--- src/rtl/pipe_hazard_ctrl.sv ---
// Stall/flush sequencer for a 5-stage pipeline: load-use, branch redirect, multi-cycle dmem.
// Enables/flushes are combinational (zero latency); mem_stall freezes IF..EX until dmem_ready.
module pipe_hazard_ctrl #(
  parameter int MEM_TIMEOUT = 255,
  parameter int CNT_W       = 16
) (
  input  logic             clk,
  input  logic             reset,
  input  logic [4:0]       id_rs1,
  input  logic [4:0]       id_rs2,
  input  logic             id_use_rs1,
  input  logic             id_use_rs2,
  input  logic             ex_memread,
  input  logic [4:0]       ex_rd,
  input  logic             ex_branch_taken,
  input  logic             mem_req,
  input  logic             dmem_ready,
  output logic             dmem_valid,
  output logic             pc_en,
  output logic             if_id_en,
  output logic             if_id_flush,
  output logic             id_ex_en,
  output logic             id_ex_flush,
  output logic             ex_mem_en,
  output logic             mem_wb_flush,
  output logic             timeout_err,
  output logic [CNT_W-1:0] stall_cycles,
  output logic [CNT_W-1:0] flush_events
);

  typedef enum logic [1:0] {RUN, MEM_WAIT, ERR} state_e;

  localparam logic [15:0] TIMEOUT = 16'(MEM_TIMEOUT);

  state_e           state_q, state_d;
  logic [15:0]      wcnt_q, wcnt_d;
  logic             err_q, err_d;
  logic [CNT_W-1:0] stall_q, stall_d;
  logic [CNT_W-1:0] flush_q, flush_d;

  logic mem_stall;
  logic lu_hazard;
  logic br_flush;

  assign mem_stall = mem_req & ~dmem_ready;
  assign lu_hazard = ex_memread & (ex_rd != 5'd0) &
                     ((id_use_rs1 & (id_rs1 == ex_rd)) | (id_use_rs2 & (id_rs2 == ex_rd)));

  always_comb begin
    pc_en        = 1'b1;
    if_id_en     = 1'b1;
    id_ex_en     = 1'b1;
    ex_mem_en    = 1'b1;
    if_id_flush  = 1'b0;
    id_ex_flush  = 1'b0;
    mem_wb_flush = 1'b0;
    dmem_valid   = mem_req;
    br_flush     = 1'b0;
    if (!reset) begin
      pc_en        = 1'b0;
      if_id_en     = 1'b0;
      id_ex_en     = 1'b0;
      ex_mem_en    = 1'b0;
      if_id_flush  = 1'b1;
      id_ex_flush  = 1'b1;
      mem_wb_flush = 1'b1;
      dmem_valid   = 1'b0;
    end else if (state_q == ERR) begin
      pc_en      = 1'b0;
      if_id_en   = 1'b0;
      id_ex_en   = 1'b0;
      ex_mem_en  = 1'b0;
      dmem_valid = 1'b0;
    end else if (mem_stall) begin
      // Branch and load-use stay parked in their stages until the access completes.
      pc_en        = 1'b0;
      if_id_en     = 1'b0;
      id_ex_en     = 1'b0;
      ex_mem_en    = 1'b0;
      mem_wb_flush = 1'b1;
    end else if (ex_branch_taken) begin
      if_id_flush = 1'b1;
      id_ex_flush = 1'b1;
      br_flush    = 1'b1;
    end else if (lu_hazard) begin
      pc_en       = 1'b0;
      if_id_en    = 1'b0;
      id_ex_flush = 1'b1;
    end
  end

  always_comb begin
    state_d = state_q;
    wcnt_d  = wcnt_q;
    err_d   = err_q;
    case (state_q)
      RUN: begin
        if (mem_stall) begin
          state_d = MEM_WAIT;
          wcnt_d  = 16'd1;
        end
      end
      MEM_WAIT: begin
        if (!mem_stall) begin
          state_d = RUN;
          wcnt_d  = 16'd0;
        end else if (wcnt_q == TIMEOUT) begin
          state_d = ERR;
          err_d   = 1'b1;
        end else begin
          wcnt_d = wcnt_q + 16'd1;
        end
      end
      default: state_d = ERR;
    endcase
  end

  always_comb begin
    stall_d = stall_q;
    flush_d = flush_q;
    if ((state_q != ERR) && !pc_en && (stall_q != {CNT_W{1'b1}}))
      stall_d = stall_q + CNT_W'(1);
    if (br_flush && (flush_q != {CNT_W{1'b1}}))
      flush_d = flush_q + CNT_W'(1);
  end

  always_ff @(posedge clk or negedge reset) begin
    if (!reset) begin
      state_q <= RUN;
      wcnt_q  <= 16'd0;
      err_q   <= 1'b0;
      stall_q <= '0;
      flush_q <= '0;
    end else begin
      state_q <= state_d;
      wcnt_q  <= wcnt_d;
      err_q   <= err_d;
      stall_q <= stall_d;
      flush_q <= flush_d;
    end
  end

  assign timeout_err  = err_q;
  assign stall_cycles = stall_q;
  assign flush_events = flush_q;

endmodule

--- config.mk ---
export PLATFORM = sky130hd
export DESIGN_NAME = pipe_hazard_ctrl
export DESIGN_NICKNAME = d
export VERILOG_FILES = /design/src/rtl/pipe_hazard_ctrl.sv
export SDC_FILE = /design/constraint.sdc
export NUM_CORES = 1
export LEC_CHECK = 0
export BUFFER_PORTS_ARGS = -buffer_cell sky130_fd_sc_hd__buf_2
export CELL_PAD_IN_SITES_DETAIL_PLACEMENT = 0
export CELL_PAD_IN_SITES_GLOBAL_PLACEMENT = 2
export CORE_UTILIZATION = 29
export DETAILED_ROUTE_END_ITERATION = 7
export GPL_ROUTABILITY_DRIVEN = 0
export PLACE_DENSITY_LB_ADDON = 0.3
export SETUP_SLACK_MARGIN = 0.1
export SLEW_MARGIN = 20
export SYNTH_ARGS = -nofsm -noshare
export SYNTH_HDL_FRONTEND = slang
export SYNTH_SLANG_ARGS = --single-unit
--- constraint.sdc ---
create_clock -name clk -period 2.67 [get_ports clk]
set_input_delay 0.1335 -clock clk [delete_from_list [all_inputs] [get_ports clk]]
set_output_delay 0.1335 -clock clk [all_outputs]
set_load 0.05 [all_outputs]
; ---- Word level (Yosys, flattened, before mapping)
; Index checks and enable logic that the tools add are counted.
[totals]
output_inout_bits = 41
input_bits = 23
reg_bits = 51
[op_classes]
muxes = 31
n_reduce_logical = 10
addsub = 3
bitwise = 7
n_eq_ne = 11
[ops]
columns = op, count
row1 = $add 16x1->16 const B, 3
row2 = $mux 16, 3
row3 = $ne 16x16->1 const B, 2
row4 = $pmux 16 s2, 1
row5 = $mux 1, 23
row6 = $eq 16x8->1 const B, 1
row7 = $eq 5x5->1, 2
row8 = $mux 2, 3
row9 = $ne 3x3->1 const B, 2
row10 = $reduce_and 3->1, 2
row11 = $and 1x1->1, 5
row12 = $reduce_bool 5->1, 1
row13 = $ne 2x2->1 const B, 2
row14 = $pmux 2 s2, 1
row15 = $logic_and 1x1->1, 3
row16 = $eq 2x1->1 const B, 1
row17 = $eq 2x2->1 const B, 1
row18 = $logic_not 2->1, 1
row19 = $reduce_and 2->1, 1
row20 = $reduce_bool 2->1, 1
row21 = $logic_not 1->1, 1
row22 = $not 1->1, 1
row23 = $or 1x1->1, 1

; ---- Logic depth before layout (Yosys ltp)
[logic_depth]
depth_word = 12
mapped_depth = 9
depth_no_buf = 7

; ---- Worst setup path before layout
; No wires, ideal clock.
[synth_timing]
path_kind = input port to output port
from = input ex_rd[1]
to = output id_ex_flush
slack_ps = 23
arrival_ps = 2513
path_buffers = 0
path_stages = 5
path_cell_list = xnor2_1 -> nand4_1 -> o22ai_1 -> o211ai_1 -> o311ai_0
[synth_between]
elab_chain_len = 9
word_cells_on_any_way = 13
classes_between = eq/ne (2) / mux (5) / bitwise (5) / reduce/logical (1)
[synth_rtl]
columns = element, line
row1 = start: declaration, 14  ; input logic [4:0] ex_rd,
row2 = $eq 5x5->1, 47  ; ((id_use_rs1 & (id_rs1 == ex_rd)) | (id_use_rs2 & (id_rs2 == ex_rd)));
row3 = $and 1x1->1, 47
row4 = $or 1x1->1, 47
row5 = $and 1x1->1 *, 46  ; assign lu_hazard = ex_memread & (ex_rd != 5'd0) &
row6 = $mux 1 *, 85  ; end else if (lu_hazard) begin
row7 = $mux 1 *, 81  ; end else if (ex_branch_taken) begin
row8 = $mux 1 *, 74  ; end else if (mem_stall) begin
row9 = $mux 1 *, 68  ; end else if (state_q == ERR) begin
row10 = $mux 1 *, 59  ; if (!reset) begin
row11 = end: declaration, 23  ; output logic id_ex_flush,
; Every way passes the cells marked *; elsewhere a longest branch is shown, timed or not.

; ---- Worst setup path in the final report
[layout_timing]
from = register wcnt_q[1]
to = register wcnt_q[4]
[layout_between]
elab_chain_len = 4
word_cells_on_any_way = 7
classes_between = add/sub (1) / eq/ne (2) / mux (3) / reduce/logical (1)
[layout_rtl]
columns = element, line
row1 = start: declaration, 36  ; logic [15:0] wcnt_q, wcnt_d;
row2 = start signal: assignment, 136  ; wcnt_q <= wcnt_d;
row3 = $add 16x1->16, 111  ; wcnt_d = wcnt_q + 16'd1;
row4 = $mux 16, 107  ; end else if (wcnt_q == TIMEOUT) begin
row5 = $mux 16, 104  ; if (!mem_stall) begin
row6 = $pmux 16 s2, 96  ; case (state_q)
; Parallel ways exist; a longest one is shown, timed or not. The select of a mux whose other input is x is not followed.
; A chain may end at the register's enable or synchronous reset.

==> results.md <==
| Step | Metric | This run |
|:---|:---|:---|
| floorplan | Effective utilization at floorplan | 0.301 |
| placement | DP Wirelength | 4.36 mm |
| placement | Quantity of I/O buffers inserted on ports | 63 |
| clock tree | Clk sinks | 51 |
| setup path | Type of the worst setup path | flip-flop to flip-flop |
| logic synthesis | Post-synthesis sequential area ratio | 0.481 |
| logic synthesis | Mapped Avg Cell Area | 9.86 sq um |
| route | Violation count after the first detailed-routing iteration | 101 |
| setup path | Reg2reg setup slack | 280 ps |
| route | Mean routed wirelength per cell | 13.2 um |
| cells and area | Filler cell count in the final layout | 912 |
| timing | Crit path time final | 2390 ps |
| clock tree | Max H-tree Level | 2 |
| timing | Minimum setup slack in the final design | 285 ps |
| route | Number of vias after detailed routing | 2,104 |
| cells and area | Antenna cell count | 0 |
| logic synthesis | Synth area leaders | dfrtp_1 (48%), xor2_1 (9.9%), xnor2_1 (6.9%), nor2_1 (4.5%), nand4_1 (4.0%) |
| setup path | Slowest Stage Delay on Critical Path | 550 ps |
| setup path | Category of the worst setup path launch point | flip-flop |
| logic synthesis | Yosys top cell by area | dfrtp_1 |
| setup path | Reg-to-Reg Start | wcnt_q[1]$_DFFE_PN0P_ |
| cells and area | Total number of nets in the final design | 364 |
| setup path | Cell type of the slowest stage on the worst timing path | or4_1 |
| global route | Vias in the first global route | 2,021 |
| timing | Final number of max-transition violations | 0 |
| timing | Relative max-transition margin | 0.463 |
| timing | Final setup violation count | 0 |
| cells and area | Layout cells sized above 1 | 0.245 |
| power and ir drop | Lkg Pwr | 1.49 nW |
| power and ir drop | Cell Pwr Density | 437 nW/um^2 |
| min path | Capture endpoint of the worst hold path | flush_events[2]$_DFFE_PN0P_ |
| cells and area | Final standard cell area without fillers | 3230 sq um |
| global route | Wire length of the first global-routing pass | 10.3 mm |
| min path | Hold depth | 5 |
| setup path | CP endpoint kind | flip-flop |
| clock tree | Clock slew at reported path FFs | 90 ps |
| floorplan | Overall die width | 97.6 um |
| outcome | Status | finished with violations |
| logic synthesis | Net count after synthesis | 295 |
| clock tree | Clk Latency, worst-skew pair | 300 ps |
| timing | Worst-Margin Slew | 802 ps |
| logic synthesis | Yosys warning count | 0 |
| clock tree | Post-CTS Setup Inserts | 0 |
| floorplan | Die Footprint | 9530 sq um |
| timing | Fin Clk Skew | 10.3 ps |
| timing | RSZ-0062 raised after global routing | no |
| route | Vias per Instance | 4.71 |
| floorplan | Y dimension of the die | 97.6 um |
| cells and area | Most common library cell in the layout ignoring fill and taps | buf_2 |
| timing | Top achievable clock speed | 419 MHz |
| route | Number of nets with antenna violations after routing | 0 |
| floorplan | Floorplan core area | 8810 sq um |
| global route | Aggregate global-route resource usage | 0.134 |
| logic synthesis | Count of different cell masters after synthesis | 38 |
| setup path | Crit path required time | 2830 ps |
| clock tree | CTS Root Cell | clkbuf_8 |
| global route | Antenna violations before repair | 0 |
| min path | Min-Delay Path Class | input pin to flip-flop |
| setup path | Series of cell instances along the critical path | ha_1 > or4b_1 > or4_1 > o31a_4 > nand4_1 > xor2_1 > nor2_1 |
| logic synthesis | Cell count after synthesis | 269 |
| route | Drc violations | 10 |
| clock tree | CTS tree | yes |
| setup path | CP max FO | 14 |
| outcome | Failing checks | design-rule violations |
| run | Max capacitance violation total | 0 |
| logic synthesis | Area share of the largest cell type after synthesis | 0.481 |
| route | Iteration count of the initial detailed-routing pass | 6 |
| placement | Pre-CTS setup slack | 154 ps |
| floorplan | FP Rows | 34 |
| cells and area | Most frequent cells in the layout | buf_2 (63), dfrtp_1 (49), nor2_1 (32) |
| route | Routed Wire Length | 5.91 mm |
| setup path | Arrival time of data at the critical path endpoint | 2540 ps |
| timing | Setup TNS | 0 ps |
| setup path | Endpoint of the lowest-slack register-to-register path | wcnt_q[4]$_DFFE_PN0P_ |
| power and ir drop | Max VDD drop | 0.183 mV |
| floorplan | # IOs | 64 |
| min path | Start point of the worst min-delay path | ex_branch_taken |
| clock tree | Maximum count of clock buffers along a single path | 2 |
| logic synthesis | Mapped Area | 2650 sq um |
| timing | Post-route clock period utilization | 0.893 |
| placement | Placed standard-cell area | 3100 sq um |
| setup path | Number of cells on the worst reg-to-reg path | 7 |
| clock tree | CTS Buf Count | 5 |
| logic synthesis | Post-synthesis sequential element count | 51 |
| timing | Number of failing hold endpoints at the final stage | 0 |
| global route | Maximum number of pins on one net before global-route repair | 31 |
| global route | Total overflow reported by the global router | 0 |
| cells and area | Area overhead of the layout relative to synthesis | 21.9% |
| power and ir drop | Post-route total power | 1.41 mW |
## final cells by class
type                            count  area (sq um)  share of cell area
Sequential cell                    51          1280               0.396
Inverter                            7          26.3             0.00813
Timing Repair Buffer               70           370               0.115
Multi-Input combinational cell    203          1310               0.406
Clock inverter                      2          37.5              0.0116
Tap cell                          108           135              0.0418
Clock buffer                        6          72.6              0.0225
## worst max-delay path, delay by kind of cell (launching register included)
kind                     cells  cell delay [ps]
AND/OR/NAND/NOR              4             1160
AO/OA/AOI/OAI                1              370
adder cells (fa/ha/maj)      1              170
flip-flops                   1              390
XOR/XNOR                     1              160
## worst max path at each step
stage,startpoint,to,slack (ps),cells past startpoint
floorplan,stall_cycles[0]$_DFFE_PN0P_,stall_cycles[1]$_DFFE_PN0P_,190,8
global placement,wcnt_q[1]$_DFFE_PN0P_,wcnt_q[6]$_DFFE_PN0P_,200,7
detailed placement,wcnt_q[1]$_DFFE_PN0P_,wcnt_q[4]$_DFFE_PN0P_,150,7
CTS,wcnt_q[1]$_DFFE_PN0P_,wcnt_q[4]$_DFFE_PN0P_,130,7
global route,wcnt_q[1]$_DFFE_PN0P_,wcnt_q[7]$_DFFE_PN0P_,130,7
finish,wcnt_q[1]$_DFFE_PN0P_,wcnt_q[4]$_DFFE_PN0P_,280,7
## through the flow
step,util,std cells,hold slack [ps]
after floorplan,-,269,-162
after global placement,0.352,438,223
after detailed placement,0.352,438,214
after CTS,0.366,447,331
after global routing,0.367,447,360
final,0.367,447,349
## timing repair
| action | in CTS | in global routing |
|---|---|---|
| resized for setup | 0 | 2 |
| hold buffers | 1 | 0 |
| hold endpoints to repair | 51 | 0 |
| setup endpoints to repair | 0 | 11 |
## kinds of logic after synthesis
kind of cell             Yosys count  share of synthesized area
multiplexers                       2                    0.00849
flip-flops                        51                      0.481
XOR/XNOR                          51                      0.168
adder cells (fa/ha/maj)            3                     0.0142
AND/OR/NAND/NOR                  120                      0.230
AO/OA/AOI/OAI                     27                     0.0698
buffers and inverters             15                     0.0274
## sequential cells by signal, summed over array words and instances, names as in the netlist
register      count
flush_events     16
wcnt_q           16
state_q           2
stall_cycles     16
timeout_err       1
## power by group
part	switching, mW	internal, mW
clock network	0.260	0.280
registers	0.00225	0.774
logic	0.0612	0.0364
total	0.323	1.09
## per-layer routing
layer / track usage / share of wire
met2: 0.202 / 0.44
met4: 0.0385 / 0.0098
met5: 0 / 0
met1: 0.193 / 0.51
met3: 0.0281 / 0.043
## cell usage after synthesis
library cell,n
dfrtp_1,51
nor2_1,32
xor2_1,30
nand2_1,21
xnor2_1,21
nand4_1,17
nand3_1,16
and3_1,9
o21ai_0,9
inv_1,7
nor3_1,7
and4_1,6
clkbuf_1,4
a21oi_1,3
and2_1,3
ha_1,3
nand2b_1,3
a311oi_1,2
buf_4,2
mux2_2,2
o211ai_1,2
o31ai_1,2
or4_1,2
a21boi_0,1
a22o_1,1
a22oi_1,1
a31oi_1,1
a41oi_2,1
buf_2,1
buf_6,1
nor2b_1,1
o21a_1,1
o22ai_1,1
o311ai_0,1
o31a_1,1
or2_2,1
or3_1,1
or4b_1,1
(Power assumes the default switching activity.)
